File: config.mk
export PLATFORM = sky130hd
export DESIGN_NAME = amm_cmd_executor_flat
export DESIGN_NICKNAME = d
export VERILOG_FILES = /design/src/rtl/memtest_pkg.sv /design/src/rtl/amm_cmd_executor_if.sv /design/src/rtl/byte_mask_gen.sv /design/src/rtl/amm_cmd_executor.sv /design/src/flat_wrapper.sv
export SDC_FILE = /design/constraint.sdc
export NUM_CORES = 1
export LEC_CHECK = 0
export CAP_MARGIN = 0
export CORE_AREA = 2 2 189 191
export CTS_BUF_LIST = sky130_fd_sc_hd__clkbuf_2 sky130_fd_sc_hd__clkbuf_4 sky130_fd_sc_hd__clkbuf_8
export DETAILED_ROUTE_END_ITERATION = 8
export DIE_AREA = 0 0 191 193
export PLACE_DENSITY = 0.62
export SYNTH_ARGS = -nofsm -noshare
export SYNTH_HDL_FRONTEND = slang
export SYNTH_SLANG_ARGS = --single-unit
File: constraint.sdc
create_clock -name clk_i -period 3.2 [get_ports clk_i]
set_clock_uncertainty 0.2 [all_clocks]
set_input_delay 0.32 -clock clk_i [delete_from_list [all_inputs] [get_ports clk_i]]
set_output_delay 0.32 -clock clk_i [all_outputs]
set_load 0.05 [all_outputs]
File: src/rtl/memtest_pkg.sv
// memtest_pkg
// Shared types for the memory checker. Holds the operation descriptor
// exchanged between the operation generator and the command executor,
// and the operation-type encodings.
package memtest_pkg;

    localparam int TX_WORD_ADDR_W = 8;   // word address bits carried per operation
    localparam int TX_COUNT_W     = 10;  // word_burst_count bits (count + 1 fits an 11-bit burstcount)
    localparam int TX_OFFSET_W    = 4;   // byte offset bits inside a 128-bit word

    localparam logic OP_WRITE = 1'b0;
    localparam logic OP_READ  = 1'b1;

    typedef struct packed {
        logic [TX_WORD_ADDR_W-1:0] word_address;
        logic                      high_burst_en;
        logic                      low_burst_en;
        logic [TX_COUNT_W-1:0]     word_burst_count;
        logic [TX_OFFSET_W-1:0]    start_offset;
        logic [TX_OFFSET_W-1:0]    end_offset;
    } transaction_type;

endpackage

File: src/rtl/amm_cmd_executor_if.sv
// amm_cmd_executor_if
// Avalon-MM burst bus between the command executor (master) and the
// memory under test (slave).
//   address/write/read/writedata/byteenable/burstcount : master -> slave
//   waitrequest/readdatavalid/readdata                 : slave -> master
interface amm_cmd_executor_if #(
    parameter int AMM_DATA_W  = 128,
    parameter int AMM_ADDR_W  = 12,
    parameter int AMM_BURST_W = 11
);
    logic [AMM_ADDR_W-1:0]     address;
    logic                      write;
    logic                      read;
    logic [AMM_DATA_W-1:0]     writedata;
    logic [AMM_DATA_W/8-1:0]   byteenable;
    logic [AMM_BURST_W-1:0]    burstcount;
    logic                      waitrequest;
    logic                      readdatavalid;
    logic [AMM_DATA_W-1:0]     readdata;

    modport master (
        output address, write, read, writedata, byteenable, burstcount,
        input  waitrequest, readdatavalid, readdata
    );

    modport slave (
        input  address, write, read, writedata, byteenable, burstcount,
        output waitrequest, readdatavalid, readdata
    );
endinterface

File: src/rtl/byte_mask_gen.sv
// byte_mask_gen
// Purely combinational per-beat byte mask.
//   start_offset_i : lowest enabled byte on the first beat
//   end_offset_i   : highest enabled byte on the last beat
//   first_i/last_i : beat position; both set for a single-beat burst
//   mask_o         : BYTE_PER_WORD enable bits (all ones for middle beats)
module byte_mask_gen #(
    parameter int BYTE_PER_WORD = 16,
    parameter int BYTE_ADDR_W   = 4
) (
    input  logic [BYTE_ADDR_W-1:0]   start_offset_i,
    input  logic [BYTE_ADDR_W-1:0]   end_offset_i,
    input  logic                     first_i,
    input  logic                     last_i,
    output logic [BYTE_PER_WORD-1:0] mask_o
);

    // Each byte is enabled unless it lies below the start (first beat) or above the end (last beat).
    always_comb begin
        mask_o = {BYTE_PER_WORD{1'b0}};
        for (int i = 0; i < BYTE_PER_WORD; i++) begin
            mask_o[i] = (!first_i || (BYTE_ADDR_W'(i) >= start_offset_i)) &&
                        (!last_i  || (BYTE_ADDR_W'(i) <= end_offset_i));
        end
    end

endmodule

File: src/rtl/amm_cmd_executor.sv
// amm_cmd_executor
// Accepts one operation per handshake and runs it as a single Avalon-MM
// burst: a write filled with data_pattern_i, or a read whose returned
// beats are forwarded with per-beat byte masks.
// Ports:
//   clk_i, rst_n_i                 : clock, asynchronous active-low reset
//   operation_valid_i/_type_i/_i   : operation offer (type 0 = write, 1 = read)
//   cmd_accept_ready_o             : high while idle
//   data_pattern_i                 : write fill byte
//   amm                            : Avalon-MM master bus
//   rd_data_valid_o/rd_data_o/rd_byteenable_o : registered read beats
//   rd_timeout_o                   : read watchdog pulse
// Optional feature macro AMM_EXEC_RD_TIMEOUT_EN: when defined, a read that
// sees no beat for RD_TIMEOUT cycles is abandoned with a one-cycle pulse.
module amm_cmd_executor
    import memtest_pkg::*;
#(
    parameter int AMM_DATA_W    = 128,
    parameter int AMM_ADDR_W    = 12,
    parameter int AMM_BURST_W   = 11,
    parameter int BYTE_PER_WORD = AMM_DATA_W / 8,
    parameter int BYTE_ADDR_W   = $clog2(BYTE_PER_WORD),
    parameter int ADDR_W        = AMM_ADDR_W - BYTE_ADDR_W,
    parameter int RD_TIMEOUT    = 1023
) (
    input  logic                     clk_i,
    input  logic                     rst_n_i,
    input  logic                     operation_valid_i,
    input  logic                     operation_type_i,
    input  transaction_type          operation_i,
    output logic                     cmd_accept_ready_o,
    input  logic [7:0]               data_pattern_i,
    amm_cmd_executor_if.master       amm,
    output logic                     rd_data_valid_o,
    output logic [AMM_DATA_W-1:0]    rd_data_o,
    output logic [BYTE_PER_WORD-1:0] rd_byteenable_o,
    output logic                     rd_timeout_o
);

    typedef enum logic [1:0] {
        IDLE        = 2'd0,
        WRITE_BURST = 2'd1,
        READ_CMD    = 2'd2,
        READ_WAIT   = 2'd3
    } state_t;

    localparam logic [AMM_BURST_W-1:0] BEAT_ZERO = {AMM_BURST_W{1'b0}};
    localparam logic [AMM_BURST_W-1:0] BEAT_ONE  = AMM_BURST_W'(1'b1);
    localparam logic [AMM_BURST_W-1:0] BEAT_TWO  = AMM_BURST_W'(2'd2);

    state_t                   state_r, state_s;
    logic [AMM_BURST_W-1:0]   beats_r, beats_s;
    logic [AMM_BURST_W-1:0]   n_raw_s, n_acc_s;
    logic [BYTE_ADDR_W-1:0]   start_r, start_s, end_r, end_s;
    logic [BYTE_ADDR_W-1:0]   mask_start_s, mask_end_s;
    logic                     mask_first_s, mask_last_s;
    logic [BYTE_PER_WORD-1:0] mask_s;
    logic [AMM_ADDR_W-1:0]    address_r, address_s;
    logic                     write_r, write_s, read_r, read_s;
    logic [AMM_DATA_W-1:0]    wdata_r, wdata_s;
    logic [BYTE_PER_WORD-1:0] be_r, be_s;
    logic [AMM_BURST_W-1:0]   burstcount_r, burstcount_s;
    logic                     ready_r;
    logic                     rd_beat_s;
    logic                     rd_valid_r;
    logic [AMM_DATA_W-1:0]    rd_data_r;
    logic [BYTE_PER_WORD-1:0] rd_be_r;
    logic                     timeout_s, timeout_r;

    // Burst length of the offered operation; a computed length of zero still moves one word.
    always_comb begin
        if (operation_i.high_burst_en) begin
            n_raw_s = AMM_BURST_W'(operation_i.word_burst_count) + AMM_BURST_W'(operation_i.low_burst_en);
        end else begin
            n_raw_s = BEAT_ONE + AMM_BURST_W'(operation_i.low_burst_en);
        end
        n_acc_s = (n_raw_s == BEAT_ZERO) ? BEAT_ONE : n_raw_s;
    end

    // One mask generator is shared: it serves the first write beat at accept,
    // the next write beat during a burst, and the arriving read beat.
    always_comb begin
        mask_start_s = start_r;
        mask_end_s   = end_r;
        mask_first_s = 1'b0;
        mask_last_s  = 1'b0;
        case (state_r)
            IDLE: begin
                mask_start_s = operation_i.start_offset[BYTE_ADDR_W-1:0];
                mask_end_s   = operation_i.end_offset[BYTE_ADDR_W-1:0];
                mask_first_s = 1'b1;
                mask_last_s  = (n_acc_s == BEAT_ONE);
            end
            WRITE_BURST: begin
                mask_first_s = 1'b0;
                mask_last_s  = (beats_r == BEAT_TWO);
            end
            READ_CMD, READ_WAIT: begin
                mask_first_s = (beats_r == burstcount_r);
                mask_last_s  = (beats_r == BEAT_ONE);
            end
            default: begin
                mask_first_s = 1'b0;
                mask_last_s  = 1'b0;
            end
        endcase
    end

    byte_mask_gen #(
        .BYTE_PER_WORD (BYTE_PER_WORD),
        .BYTE_ADDR_W   (BYTE_ADDR_W)
    ) u_byte_mask_gen (
        .start_offset_i (mask_start_s),
        .end_offset_i   (mask_end_s),
        .first_i        (mask_first_s),
        .last_i         (mask_last_s),
        .mask_o         (mask_s)
    );

    assign rd_beat_s = amm.readdatavalid && ((state_r == READ_CMD) || (state_r == READ_WAIT));

`ifdef AMM_EXEC_RD_TIMEOUT_EN
    localparam int WD_W = $clog2(RD_TIMEOUT + 1);
    logic [WD_W-1:0] wd_cnt_r;

    // Watchdog: cleared while the command is issued (so it starts at zero in READ_WAIT) and on every beat.
    always_ff @(posedge clk_i or negedge rst_n_i) begin
        if (!rst_n_i) begin
            wd_cnt_r <= {WD_W{1'b0}};
        end else if ((state_r != READ_WAIT) || amm.readdatavalid) begin
            wd_cnt_r <= {WD_W{1'b0}};
        end else if (wd_cnt_r != WD_W'(RD_TIMEOUT)) begin
            wd_cnt_r <= wd_cnt_r + WD_W'(1'b1);
        end else begin
            wd_cnt_r <= wd_cnt_r;
        end
    end

    assign timeout_s = (state_r == READ_WAIT) && !amm.readdatavalid && (wd_cnt_r == WD_W'(RD_TIMEOUT));
`else
    assign timeout_s = 1'b0;
`endif

    // Next-state and next-output decode; outputs are computed one cycle ahead and registered.
    always_comb begin
        state_s      = state_r;
        beats_s      = beats_r;
        start_s      = start_r;
        end_s        = end_r;
        address_s    = address_r;
        write_s      = write_r;
        read_s       = read_r;
        wdata_s      = wdata_r;
        be_s         = be_r;
        burstcount_s = burstcount_r;
        case (state_r)
            IDLE: begin
                if (operation_valid_i) begin
                    start_s      = operation_i.start_offset[BYTE_ADDR_W-1:0];
                    end_s        = operation_i.end_offset[BYTE_ADDR_W-1:0];
                    beats_s      = n_acc_s;
                    burstcount_s = n_acc_s;
                    address_s    = {operation_i.word_address[ADDR_W-1:0], {BYTE_ADDR_W{1'b0}}};
                    if (operation_type_i == OP_WRITE) begin
                        state_s = WRITE_BURST;
                        write_s = 1'b1;
                        wdata_s = {BYTE_PER_WORD{data_pattern_i}};
                        be_s    = mask_s;
                    end else begin
                        state_s = READ_CMD;
                        read_s  = 1'b1;
                        be_s    = {BYTE_PER_WORD{1'b1}};
                    end
                end else begin
                    state_s = IDLE;
                end
            end
            WRITE_BURST: begin
                if (!amm.waitrequest) begin
                    if (beats_r == BEAT_ONE) begin
                        state_s = IDLE;
                        write_s = 1'b0;
                        beats_s = BEAT_ZERO;
                    end else begin
                        beats_s = beats_r - BEAT_ONE;
                        be_s    = mask_s;
                    end
                end else begin
                    beats_s = beats_r;
                end
            end
            READ_CMD: begin
                if (rd_beat_s) begin
                    beats_s = beats_r - BEAT_ONE;
                end else begin
                    beats_s = beats_r;
                end
                if (!amm.waitrequest) begin
                    read_s = 1'b0;
                    if (rd_beat_s && (beats_r == BEAT_ONE)) begin
                        state_s = IDLE;
                    end else begin
                        state_s = READ_WAIT;
                    end
                end else begin
                    state_s = READ_CMD;
                end
            end
            READ_WAIT: begin
                if (rd_beat_s) begin
                    beats_s = beats_r - BEAT_ONE;
                    if (beats_r == BEAT_ONE) begin
                        state_s = IDLE;
                    end else begin
                        state_s = READ_WAIT;
                    end
                end else if (timeout_s) begin
                    state_s = IDLE;
                    beats_s = BEAT_ZERO;
                end else begin
                    state_s = READ_WAIT;
                end
            end
            default: begin
                state_s = IDLE;
                write_s = 1'b0;
                read_s  = 1'b0;
            end
        endcase
    end

    // State, beat counter, latched offsets and the registered Avalon command outputs.
    always_ff @(posedge clk_i or negedge rst_n_i) begin
        if (!rst_n_i) begin
            state_r      <= IDLE;
            beats_r      <= BEAT_ZERO;
            start_r      <= {BYTE_ADDR_W{1'b0}};
            end_r        <= {BYTE_ADDR_W{1'b0}};
            address_r    <= {AMM_ADDR_W{1'b0}};
            write_r      <= 1'b0;
            read_r       <= 1'b0;
            wdata_r      <= {AMM_DATA_W{1'b0}};
            be_r         <= {BYTE_PER_WORD{1'b0}};
            burstcount_r <= BEAT_ZERO;
            ready_r      <= 1'b1;
            timeout_r    <= 1'b0;
        end else begin
            state_r      <= state_s;
            beats_r      <= beats_s;
            start_r      <= start_s;
            end_r        <= end_s;
            address_r    <= address_s;
            write_r      <= write_s;
            read_r       <= read_s;
            wdata_r      <= wdata_s;
            be_r         <= be_s;
            burstcount_r <= burstcount_s;
            ready_r      <= (state_s == IDLE);
            timeout_r    <= timeout_s;
        end
    end

    // Registered copy of each accepted read beat and its mask; late beats after a timeout are not captured.
    always_ff @(posedge clk_i or negedge rst_n_i) begin
        if (!rst_n_i) begin
            rd_valid_r <= 1'b0;
            rd_data_r  <= {AMM_DATA_W{1'b0}};
            rd_be_r    <= {BYTE_PER_WORD{1'b0}};
        end else if (rd_beat_s) begin
            rd_valid_r <= 1'b1;
            rd_data_r  <= amm.readdata;
            rd_be_r    <= mask_s;
        end else begin
            rd_valid_r <= 1'b0;
            rd_data_r  <= rd_data_r;
            rd_be_r    <= rd_be_r;
        end
    end

    assign cmd_accept_ready_o = ready_r;
    assign amm.address        = address_r;
    assign amm.write          = write_r;
    assign amm.read           = read_r;
    assign amm.writedata      = wdata_r;
    assign amm.byteenable     = be_r;
    assign amm.burstcount     = burstcount_r;
    assign rd_data_valid_o    = rd_valid_r;
    assign rd_data_o          = rd_data_r;
    assign rd_byteenable_o    = rd_be_r;
    assign rd_timeout_o       = timeout_r;

endmodule
File: src/flat_wrapper.sv
// flat-port wrapper written by rule: the top's interface ports become plain ports
module amm_cmd_executor_flat import memtest_pkg::*;
#(
    parameter int AMM_DATA_W    = 128,
    parameter int AMM_ADDR_W    = 12,
    parameter int AMM_BURST_W   = 11,
    parameter int BYTE_PER_WORD = AMM_DATA_W / 8,
    parameter int BYTE_ADDR_W   = $clog2(BYTE_PER_WORD),
    parameter int ADDR_W        = AMM_ADDR_W - BYTE_ADDR_W,
    parameter int RD_TIMEOUT    = 1023
)
  (clk_i, rst_n_i, operation_valid_i, operation_type_i, operation_i, cmd_accept_ready_o, data_pattern_i, rd_data_valid_o, rd_data_o, rd_byteenable_o, rd_timeout_o, amm_address, amm_write, amm_read, amm_writedata, amm_byteenable, amm_burstcount, amm_waitrequest, amm_readdatavalid, amm_readdata);
  amm_cmd_executor_if #(.AMM_DATA_W(AMM_DATA_W), .AMM_ADDR_W(AMM_ADDR_W), .AMM_BURST_W(AMM_BURST_W)) amm_i ();
  input  logic clk_i;
  input  logic rst_n_i;
  input  logic operation_valid_i;
  input  logic operation_type_i;
  input  transaction_type operation_i;
  output logic cmd_accept_ready_o;
  input  logic [7:0] data_pattern_i;
  output logic rd_data_valid_o;
  output logic [AMM_DATA_W-1:0] rd_data_o;
  output logic [BYTE_PER_WORD-1:0] rd_byteenable_o;
  output logic rd_timeout_o;
  output wire logic [$bits(amm_i.address)-1:0] amm_address;
  output wire logic [$bits(amm_i.write)-1:0] amm_write;
  output wire logic [$bits(amm_i.read)-1:0] amm_read;
  output wire logic [$bits(amm_i.writedata)-1:0] amm_writedata;
  output wire logic [$bits(amm_i.byteenable)-1:0] amm_byteenable;
  output wire logic [$bits(amm_i.burstcount)-1:0] amm_burstcount;
  input wire logic [$bits(amm_i.waitrequest)-1:0] amm_waitrequest;
  input wire logic [$bits(amm_i.readdatavalid)-1:0] amm_readdatavalid;
  input wire logic [$bits(amm_i.readdata)-1:0] amm_readdata;
  assign amm_address = amm_i.address;
  assign amm_write = amm_i.write;
  assign amm_read = amm_i.read;
  assign amm_writedata = amm_i.writedata;
  assign amm_byteenable = amm_i.byteenable;
  assign amm_burstcount = amm_i.burstcount;
  assign amm_i.waitrequest = amm_waitrequest;
  assign amm_i.readdatavalid = amm_readdatavalid;
  assign amm_i.readdata = amm_readdata;
  amm_cmd_executor #(.AMM_DATA_W(AMM_DATA_W), .AMM_ADDR_W(AMM_ADDR_W), .AMM_BURST_W(AMM_BURST_W), .BYTE_PER_WORD(BYTE_PER_WORD), .BYTE_ADDR_W(BYTE_ADDR_W), .ADDR_W(ADDR_W), .RD_TIMEOUT(RD_TIMEOUT)) u_core (.clk_i(clk_i), .rst_n_i(rst_n_i), .operation_valid_i(operation_valid_i), .operation_type_i(operation_type_i), .operation_i(operation_i), .cmd_accept_ready_o(cmd_accept_ready_o), .data_pattern_i(data_pattern_i), .amm(amm_i), .rd_data_valid_o(rd_data_valid_o), .rd_data_o(rd_data_o), .rd_byteenable_o(rd_byteenable_o), .rd_timeout_o(rd_timeout_o));
endmodule
==> metrics.cfg, run 1 <==
[status]
status=completed

[clocking]
cts_buffers=41
clk_latency_ns=0.54
root_buffer=clkbuf_8
cts_tree=yes
clock_sinks=212
clockBufferDepth=3
cts.htree.levels=2
clk_pin_slew_ns=0.06

[finish]
layout-drive-gt1-share_pct=7.93
fin_nets=1697
fill_cells=3424
finish.utilization_pct=44.4
n_antenna_cell=0
finalNonFillerCells=2013
area_growth_syn_to_layout_pct=52.9

[logic_synthesis]
ys_types=60
synth_area_um2=10200
synthFlopType=dfrtp_1
syn_inst=1151
synth_fa_ha_area_share_pct=0.616
synth-simple-area-share_pct=22.4
synth_compound_area_share_pct=8.76
synth.yosys.warnings=0
synth_top_family_by_area=simple AND/OR/NAND/NOR gates
synth_common_cells=nand2_1, dfrtp_1, buf_4, nor2_1, o21ai_0
synthArstFlopShare_pct=100
syn_area_per_cell_um2=8.83
synth-edff-count=0
synth_mux_area_share_pct=2.36
ys_seq_elements=212
yosys-top-cells-area=dfrtp_1, nand2_1, buf_4
yosysSeqAreaShare_pct=52.2
yosys.area.top_type_share_pct=52.0
synth.most_common_cell=nand2_1
synthXorXnorAreaFrac_pct=1.72
yosysTopAreaCell=dfrtp_1

[grt]
grt_start_max_net_pins=140
grt_overflow_total=0
grtUsageTotal_pct=17.6
antenna_found_initial=0
grt_pass1_vias=8654
grt_pass1_wl_um=50800

[detailed_routing]
viasPerCell=4.49
wirelength_um=34400
drt-initial-drc-count=505
routedWlPerCell_um=17.1
postRouteAntennaNets=0
via_count=9042
drt-pass1-iter-count=5
drc=0

[setup_path]
cp-end-kind=output port
arrival_ns=2.18
worstSetupPathType=reg2out
crit_fanout=17
critical_path.top_delay_family=buffers and inverters
cp_data_required_time_ns=2.68
slowest_delay_ns=0.93
path_cells=clkdlybuf4s50_1
critPathBufInv=1
crit_slowest_cell=clkdlybuf4s50_1
start_kind=flip-flop

[job]
max_cap_viol_count=0

[die]
die_h_um=193
die_w_um=191
pin_count=486
start_util_pct=29.1
rows=69
core_area_um2=35000
die_area_um2=36900

[power_and_ir_drop]
ir_worst_vdd_mv=0.748
total_leakage_power_nw=6.92
p_per_area_nw_per_um2=1170

[sta]
fmax_ghz=0.371
setup_tns_ns=0
setup_viol=0
worst-slew-pin-transition_ns=0.749
finalHoldViolCount=0
slew-limit-headroom_pct=50.1
rsz0062_at_grt=no
final_max_slew_viol_count=0
finalCriticalPeriod_ns=2.70
period_share_pct=84.3

[hold_path]
hold_path.class=in2reg

[placement]
io_buffers=480
dp_cells=1939
gp_congestion=0.880
dp_hpwl_um=25400

==> path summary, 6_finish.rpt <==
kind	start	to	slack, ns	cells past startpoint
min reg2reg	u_core.rd_data_o[25]$_DFFE_PN0P_	u_core.rd_data_o[25]$_DFFE_PN0P_	0.27	2
max	u_core.amm.writedata[126]$_DFFE_PN0P_	amm_writedata[54]	0.50	1
min in group asynchronous	rst_n_i	u_core.amm.address[10]$_DFFE_PN0P_	0.15	2
min	amm_readdata[96]	u_core.rd_data_o[96]$_DFFE_PN0P_	0.09	3
max in group asynchronous	rst_n_i	u_core.cmd_accept_ready_o$_DFF_PN1_	1.85	3
max reg2reg	u_core.state_r[1]$_DFF_PN0_	u_core.amm.byteenable[12]$_DFFE_PN0P_	0.54	7
==> sequential cells by signal, indices dropped and copies added (netlist names), 2 cells and up <==
name / cells
u_core.state_r: 2
u_core.rd_byteenable_o: 16
u_core.rd_data_o: 128
u_core.beats_r: 11
u_core.amm.byteenable: 16
u_core.amm.writedata: 8
u_core.start_r: 4
u_core.amm.address: 8
u_core.end_r: 4
u_core.amm.burstcount: 11
==> routing by layer <==
metal / vias to the layer above / share of wire (%) / GRT usage, %
li1: 4364 / - / -
met1: 4275 / 41 / 22.9
met2: 341 / 50 / 29.3
met3: 62 / 6.6 / 3.67
met4: 0 / 2.6 / 5.99
met5: - / 0 / 0
==> final cells by class <==
class / count / area (um2) / area share, %
Clock buffer: 66 / 827 / 5.33
Clock inverter: 7 / 70.1 / 0.451
Inverter: 13 / 51.3 / 0.330
Multi-Input combinational cell: 754 / 3670 / 23.6
Sequential cell: 212 / 5310 / 34.2
Tap cell: 461 / 577 / 3.71
Timing Repair Buffer: 500 / 5020 / 32.4
==> cell usage in the layout, fill, tap and decap left out, types with 3 or more instances in the layout <==
cell and n:
a211oi_1 4, a21o_1 5, a21oi_1 28, a221o_1 3, a221oi_1 9, a22o_1 6, a31oi_1 5, and2_1 6
buf_12 5, buf_4 14, clkbuf_4 13, clkbuf_8 53, clkdlybuf4s50_1 479, clkinv_2 4, conb_1 5, dfrtp_1 211
ha_1 5, inv_1 12, mux2_2 16, mux2i_1 6, nand2_1 462, nand2b_1 3, nand3_1 9, nand4_1 8
nor2_1 50, nor3_1 13, nor4_1 3, o21a_1 3, o21ai_0 37, o22ai_1 10, o32ai_1 5, xnor2_1 15
xor2_1 5
==> where the power goes <==
group | total, W | leakage (nW) | switching (W) | internal [W]
Clock | 0.00293 | 0.481 | 0.00121 | 0.00172
Sequential | 0.00459 | 2.52 | 0.000882 | 0.00371
Combinational | 0.0107 | 3.92 | 0.00736 | 0.00335
==> logic make-up after synthesis <==
| family | after synthesis |
|---|---|
| AND/OR/NAND/NOR | 569 |
| flip-flops | 212 |
| buffers and inverters | 189 |
| AO/OA/AOI/OAI | 133 |
| multiplexers | 22 |
| XOR/XNOR | 20 |
| adder cells (fa/ha/maj) | 5 |
| other | 1 |
==> through the flow <==
stage / area (um2) / hold slack (ns) / setup WS, ns / power (W)
floorplan: 10200 / -0.176 / 0.910 / 0.0121
global placement: 14600 / 0.174 / 0.223 / 0.0153
detailed placement: 14600 / 0.176 / 0.185 / 0.0154
CTS: 15500 / 0.0532 / 0.408 / 0.0184
global route: 15500 / 0.0667 / 0.310 / 0.0192
finish: 15500 / 0.0928 / 0.503 / 0.0182
==> repair_timing <==
item,in CTS,in global routing
hold buffers,1,0
hold endpoints to repair,85,0
setup endpoints to repair,0,0
buffers inserted,0,0
gates resized for setup,0,0
No activity file was read; power rests on OpenSTA's default activity.
==> inputs of run 2 (changes only) <==
- clock period: 3.2 -> 2.6 ns (I/O delays scaled with it)
==> run 2 against run 1 <==
Effect of this change: total power is 22% higher; first-iteration DRC count is 0.79% lower; global-route usage grew 0.18 points; wire length is 1.2% higher; critical path depth is the same; via count is 2.9% higher; setup slack worse by 0.40 ns; sequential share of layout area down 1.0 points; register-to-register slack got worse by 0.34 ns.
==> metrics.cfg, run 2 (synthesis gave the netlist of run 1 again) <==
[status]
status=completed

[sta]
finalCriticalPeriod_ns=2.50
slew-limit-headroom_pct=51.3
holdWs_ns=0.0432
setup_tns_ns=0
final_max_slew_viol_count=0
setup_ws_ns=0.102
finalHoldViolCount=0
worst-slew-pin-transition_ns=0.728
setup_viol=0
period_share_pct=96.1
fmax_ghz=0.400

[grt]
grtUsageTotal_pct=17.8
antenna_found_initial=2
grt_pass1_wl_um=51300
grt_pass1_vias=9025
grt_start_max_net_pins=140
grt_overflow_total=0

[setup_path]
arrival_ns=2.04
crit_slowest_cell=clkdlybuf4s50_1
reg2reg_depth=8
slowest_delay_ns=0.90
setup.worst_path.end=amm_writedata[74]
path_cells=clkdlybuf4s50_1
crit_fanout=17
cp-end-kind=output port
reg2reg_from=u_core.beats_r[9]$_DFFE_PN0P_
crit_start=u_core.amm.writedata[122]$_DFFE_PN0P_
cp.depth=1
reg2reg_slack_ns=0.20
r2r-end=u_core.amm.byteenable[5]$_DFFE_PN0P_
start_kind=flip-flop
critPathBufInv=1
worstSetupPathType=reg2out
cp_data_required_time_ns=2.14
critical_path.top_delay_family=buffers and inverters

[finish]
fill_cells=3373
layout-drive-gt1-share_pct=9.32
finish.utilization_pct=45.8
area_growth_syn_to_layout_pct=57.7
largest_reg_flops=128
final_common_cell=nand2_1
final_cell_mix=nand2_1, clkdlybuf4s50_1, dfrtp_1
fin_nets=1749

[die]
start_util_pct=29.1
die_h_um=193
core_area_um2=35000
pin_count=486
rows=69
die_w_um=191
die_area_um2=36900

[detailed_routing]
wirelength_um=34800
drc=0
drt-pass1-iter-count=5
postRouteAntennaNets=0
viasPerCell=4.51
drt-initial-drc-count=501
via_count=9308
routedWlPerCell_um=16.9

[clocking]
clock_sinks=212
root_buffer=clkbuf_8
clk_latency_ns=0.55
cts_tree=yes
clk_pin_slew_ns=0.06
clockBufferDepth=3
postCtsSetupRepairBufs=0
cts_buffers=41
cts.htree.levels=2

[placement]
pre_cts_slack_ns=-0.152
dp_hpwl_um=25400
io_buffers=480
gp_congestion=0.871

[power_and_ir_drop]
ir_worst_vdd_mv=0.923
total_leakage_power_nw=7.94
p_per_area_nw_per_um2=1390
fin_total_pwr_w=0.0223

[job]
max_cap_viol_count=0

[hold_path]
hold_path.class=in2reg

[run 2: cell count changes in the layout (fill, tap and decap cells not counted), sizes merged]
cell           previous run  this run
buf                      20        51
bufinv                    1         0
clkbuf                   66        65
clkdlybuf4s50           479       395
clkinv                    4         2
diode                     0         2
dlygate4sd2               0        39
dlygate4sd3               1        22
dlymetal6s2s              0        45
inv                      15        14
[run 2: worst min-delay path by stage]
| stage | startpoint | end | slack [ns] | cells after the start |
|---|---|---|---|---|
| after global placement | rst_n_i | u_core.amm.address[10]$_DFFE_PN0P_ | 0.07 | 1 |
| final | amm_readdata[119] | u_core.rd_data_o[119]$_DFFE_PN0P_ | 0.04 | 3 |
| after global routing | amm_readdata[75] | u_core.rd_data_o[75]$_DFFE_PN0P_ | 0.01 | 3 |
| after CTS | amm_readdata[83] | u_core.rd_data_o[83]$_DFFE_PN0P_ | 0.0001 | 3 |
| after detailed placement | rst_n_i | u_core.amm.address[10]$_DFFE_PN0P_ | 0.07 | 1 |
| after floorplan | rst_n_i | u_core.amm.address[10]$_DFFE_PN0P_ | -0.24 | 0 |
[run 2: per-layer routing]
layer  share of wire, %  GRT usage (%)
met1                 41           22.6
met2                 49           29.3
met3                6.6           3.96
met4                3.6           7.54
met5                  0              0
[run 2: area by class of cell]
type                            instances  area (um2)  share of cell area, %
Clock inverter                          3        18.8                  0.117
Clock buffer                           65         820                   5.12
Multi-Input combinational cell        754        3670                   22.9
Timing Repair Buffer                  552        5570                   34.8
Antenna cell                            2        5.00                 0.0312
Sequential cell                       212        5310                   33.1
Tap cell                              461         577                   3.60
Inverter                               13        51.3                  0.320
[run 2: per-stage QoR]
stage	area, um2	cells
after CTS	15900	2060
after floorplan	10200	1155
after detailed placement	14900	1970
after global placement	14900	1970
final	16000	2062
after global routing	16000	2062
[run 2: repair_timing]
action,in CTS,in global routing
endpoints found under the setup margin,65,73
endpoints found under the hold margin,179,0
gates resized for setup,39,45
hold buffers,22,0
[run 2: power breakdown]
group / switching, W / leakage, nW / internal [W]
Clock: 0.00144 / 0.449 / 0.00198
Sequential: 0.000981 / 2.52 / 0.00456
Combinational: 0.00918 / 4.97 / 0.00413
==> inputs of run 3 (changes only) <==
- SLEW_MARGIN: not set -> 30
==> results of run 3 <==
Same layout as run 2: the final DEF is identical, and so are final timing and power.
